[config.mk]
export PLATFORM = sky130hd
export DESIGN_NAME = mem_port_arbiter
export DESIGN_NICKNAME = d
export VERILOG_FILES = /design/src/rtl/mem_port_arbiter.sv
export SDC_FILE = /design/constraint.sdc
export NUM_CORES = 1
export LEC_CHECK = 0
export CAP_MARGIN = 5
export CORE_MARGIN = 1
export CORE_UTILIZATION = 28
export DETAILED_ROUTE_END_ITERATION = 8
export GPL_TIMING_DRIVEN = 0
export PLACE_DENSITY = 0.79
export SLEW_MARGIN = 10
export SYNTH_ARGS = -nofsm -noshare
export SYNTH_HDL_FRONTEND = slang
export SYNTH_SLANG_ARGS = --single-unit
[constraint.sdc]
create_clock -name clk -period 2.1 [get_ports clk]
set_input_delay 0.42 -clock clk [delete_from_list [all_inputs] [get_ports clk]]
set_output_delay 0.42 -clock clk [all_outputs]
set_load 0.02 [all_outputs]
[src/rtl/mem_port_arbiter.sv]
// Two-requester round-robin arbiter for a shared memory port, muxing addresses.
// Define ARB_TIMEOUT_EN to bound each grant to MAX_HOLD cycles under contention.
module mem_port_arbiter #(
    parameter int DW       = 16,
    parameter int MAX_HOLD = 15
) (
    input  logic          clk,
    input  logic          rst_n,
    input  logic          req_a,
    input  logic          req_b,
    input  logic [DW-1:0] addr_a,
    input  logic [DW-1:0] addr_b,
    output logic          gnt_a,
    output logic          gnt_b,
    output logic          sel,
    output logic [DW-1:0] addr_out,
    output logic          busy,
    output logic          timeout
);

`ifdef ARB_TIMEOUT_EN
    localparam bit TO_EN = 1'b1;
`else
    localparam bit TO_EN = 1'b0;
`endif

    localparam logic [7:0] HOLD_LIM = 8'(MAX_HOLD - 1);

    typedef enum logic [1:0] {
        IDLE,
        OWN_A,
        OWN_B
    } state_e;

    state_e     state_q, state_d;
    logic       sel_q, sel_d;
    logic       last_q, last_d;
    logic [7:0] hold_q, hold_d;
    logic       to_q, to_d;
    logic       hold_hit;

    // With the timeout compiled out this folds to 0 and hold_q becomes dead logic.
    assign hold_hit = TO_EN && (hold_q == HOLD_LIM);

    always_comb begin
        state_d = state_q;
        sel_d   = sel_q;
        last_d  = last_q;
        hold_d  = hold_q;
        to_d    = 1'b0;

        unique case (state_q)
            IDLE: begin
                if (req_a && req_b) begin
                    state_d = last_q ? OWN_A : OWN_B;
                end else if (req_a) begin
                    state_d = OWN_A;
                end else if (req_b) begin
                    state_d = OWN_B;
                end
            end
            OWN_A: begin
                if (hold_hit && req_b) begin
                    state_d = OWN_B;
                    to_d    = 1'b1;
                end else if (!req_a) begin
                    state_d = req_b ? OWN_B : IDLE;
                end
            end
            OWN_B: begin
                if (hold_hit && req_a) begin
                    state_d = OWN_A;
                    to_d    = 1'b1;
                end else if (!req_b) begin
                    state_d = req_a ? OWN_A : IDLE;
                end
            end
            default: state_d = IDLE;
        endcase

        if (state_d == IDLE || state_d != state_q) begin
            hold_d = 8'd0;
        end else if (hold_q != 8'hFF) begin
            hold_d = hold_q + 8'd1;
        end

        // last_q: 1 means B was the most recent grantee.
        if (state_d != IDLE && state_d != state_q) begin
            sel_d  = (state_d == OWN_B);
            last_d = (state_d == OWN_B);
        end
    end

    always_ff @(posedge clk or negedge rst_n) begin
        if (!rst_n) begin
            state_q <= IDLE;
            sel_q   <= 1'b0;
            last_q  <= 1'b1;
            hold_q  <= 8'd0;
            to_q    <= 1'b0;
        end else begin
            state_q <= state_d;
            sel_q   <= sel_d;
            last_q  <= last_d;
            hold_q  <= hold_d;
            to_q    <= to_d;
        end
    end

    assign gnt_a    = (state_q == OWN_A);
    assign gnt_b    = (state_q == OWN_B);
    assign busy     = gnt_a | gnt_b;
    assign sel      = sel_q;
    assign addr_out = sel_q ? addr_b : addr_a;
    assign timeout  = to_q;

endmodule

==> summary.txt <==
Avg Cell Area, Syn: 10.2 um2
Inst Count DP: 134
Mapped Cells: 54
Clock Power Share: 8.6%
Vias in the first global route: 589
IO Pins: 57
Final Cycle Share: 98.0%
Max Clock Skew: 0.00273 ns
Most frequent cells in the layout: 37 x clkdlybuf4s50_1, 17 x mux2_1, 16 x dlymetal6s2s_1, 5 x ha_1
Max-Cap Viols: 0
Crit-path max FO: 9
RSZ-0062 raised after global routing: no
Largest net degree at the start of global routing: 11
Routability cong.: 0.822
DIE AREA: 0.00215 mm2
Worst reg2reg endpoint: sel$_DFFE_PN0P_
Final setup violation count: 0
Clock latency on the worst-skew pair: 0.24 ns
Core area: 0.00178 mm2
Dpl hpwl: 1.57 mm
Worst Path Arrival: 1.64 ns
Netlist cell types: 25
GRT overflow: 0
Root buffer cell: clkbuf_4
Crit. End Element: output pin
Final cell count without fillers: 138
R2R Path Start: state_q[0]$_DFF_PN0_
R2R depth: 7
Via density per instance: 4.93
CP Class: register to output pin
Post-CTS Hold Buffers: 0
Post-route cell area: 0.00120 mm2
YS warnings: 0
Synthesis-to-layout area growth: 119%
Row count: 15
P per Cell Area: 1030 mW/mm2
Status: finished, final reports clean
Antenna diodes: 0
Sw Share: 46.0%
Power Internal: 0.668 mW
Max Root-Sink Buffers: 2
VDD IR max: 0.574 mV
Minimum clock period: 2.06 ns
DRC viols: 0
Final hold violations: 0
Clock slew at reported path FFs: 0.04 ns
Initial antenna violation count: 0
Initial Utilization: 30.9%
Iter 0 DRT Violations: 18
Hold slack: 0.381 ns
Commonest non-fill, non-tap cell in the layout: clkdlybuf4s50_1
H-tree levels: 1
Sequential fraction of design power: 14.8%
Leakage: 0.629 nW
CTS Sinks: 4
CTS tree: built
Fin nets: 155
Global-route wire length before repair: 2.69 mm
Fin. max-slew vios: 0
Height of the die: 46.3 um
CP Data Required Time: 1.68 ns
Reg2reg setup slack: 0.34 ns
Final ANT Viol Nets: 0
Startpoint types: register
Yosys reg bits: 4
Synthesized area: 551 um2
Fraction of layout cells with a size suffix above 1: 10.6%
Hold Crit Class: input port to async pin
DR WL/cell: 14.3 um
Highest Clock Rate: 0.486 GHz
Switching power: 0.569 mW
Gr usage total: 17.8%
Logic gate share of total power: 76.5%
Post-synthesis sequential area ratio: 18.4%
Routed via count: 681
PortBufs: 55
CTS Buf Count: 3
Syn nets: 95
Die X: 46.3 um
Routed WL: 1.97 mm
1st-pass router iterations: 4
DP Area: 0.00113 mm2
[flip-flops by register name, indices dropped and copies added (netlist names)]
name	count
last_q	1
sel	1
state_q	2
[how the worst max path moves through the flow]
| stage | from | to | slack [ns] | cells after the start |
|---|---|---|---|---|
| floorplan | sel$_DFFE_PN0P_ | addr_out[10] | 0.27 | 3 |
| global placement | sel$_DFFE_PN0P_ | addr_out[13] | -0.19 | 4 |
| detailed placement | sel$_DFFE_PN0P_ | addr_out[13] | -0.19 | 4 |
| CTS | sel$_DFFE_PN0P_ | addr_out[12] | 0.004 | 3 |
| global route | sel$_DFFE_PN0P_ | addr_out[0] | 0.01 | 3 |
| finish | sel$_DFFE_PN0P_ | addr_out[0] | 0.04 | 3 |
[layout make-up]
cell class | instances | area (um2)
Clock buffer | 4 | 26.3
Tap cell | 25 | 31.3
Buffer | 2 | 15.0
Sequential cell | 4 | 105
Multi-Input combinational cell | 45 | 423
Fill cell | 148 | 579
Timing Repair Buffer | 56 | 596
Inverter | 2 | 7.51
[Yosys cell counts]
master	number	area, um2
o2bb2ai_1	1	8.76
nand3b_1	1	7.51
o21ai_0	1	5.00
nor2_1	1	3.75
or2b_1	1	7.51
a21bo_1	1	10.0
ha_1	5	62.6
mux2_1	17	191
nand2_1	3	11.3
inv_1	2	7.51
a22o_1	1	8.76
nand3_1	1	5.00
a41oi_1	1	8.76
a21oi_4	1	16.3
a31oi_1	1	6.26
a32o_2	1	11.3
conb_1	1	3.75
dfstp_2	1	26.3
clkbuf_1	1	3.75
o32ai_1	2	17.5
a22oi_1	2	15.0
buf_4	2	15.0
dfrtp_1	3	75.1
o31ai_1	2	15.0
o21bai_1	1	7.51
[stage by stage]
step / power [mW] / util (%) / setup WS, ns / setup TNS [ns]
floorplan: 0.760 / - / 0.266 / 0
detailed placement: 1.15 / 63.5 / -0.193 / -1.62
CTS: 1.25 / 65.3 / 0.00439 / 0
global placement: 1.13 / 63.5 / -0.192 / -1.45
finish: 1.24 / 67.5 / 0.0410 / 0
global route: 1.32 / 67.5 / 0.00976 / 0
[logic make-up after synthesis]
family | share of synthesized area [%]
mux | 34.8
compound gates | 23.6
simple gates | 6.36
buf+inv | 4.77
fa+ha+maj | 11.4
flops | 18.4
other cells | 0.681
[power groups by stage]
stage | registers (mW) | logic, mW | clock network, mW
finish | 0.183 | 0.947 | 0.107
global route | 0.188 | 1.02 | 0.116
CTS | 0.181 | 0.965 | 0.107
detailed placement | 0.177 | 0.969 | 0
global placement | 0.175 | 0.955 | 0
floorplan | 0.173 | 0.587 | 0
[worst max-delay path: stages, from the launching register on]
cell and delay, ns:
dfrtp_2 0.39, buf_4 0.17, mux2_1 0.31, clkdlybuf4s50_1 0.53
[repair_timing]
action / CTS / global route
resized for setup: 5 / 16
setup buffers: 1 / 0
endpoints found under the setup margin: 18 / 16
endpoints found under the hold margin: 0 / 0
[metal layers]
metal  vias up  global-route usage, %  part of all wire (%)
met1       309                   19.0                    41
li1        323                      -                     -
met3         2                   6.27                    10
met4         0                   3.53                  0.30
met5         -                      0                     0
met2        47                   33.1                    49
(Power assumes the default switching activity.)
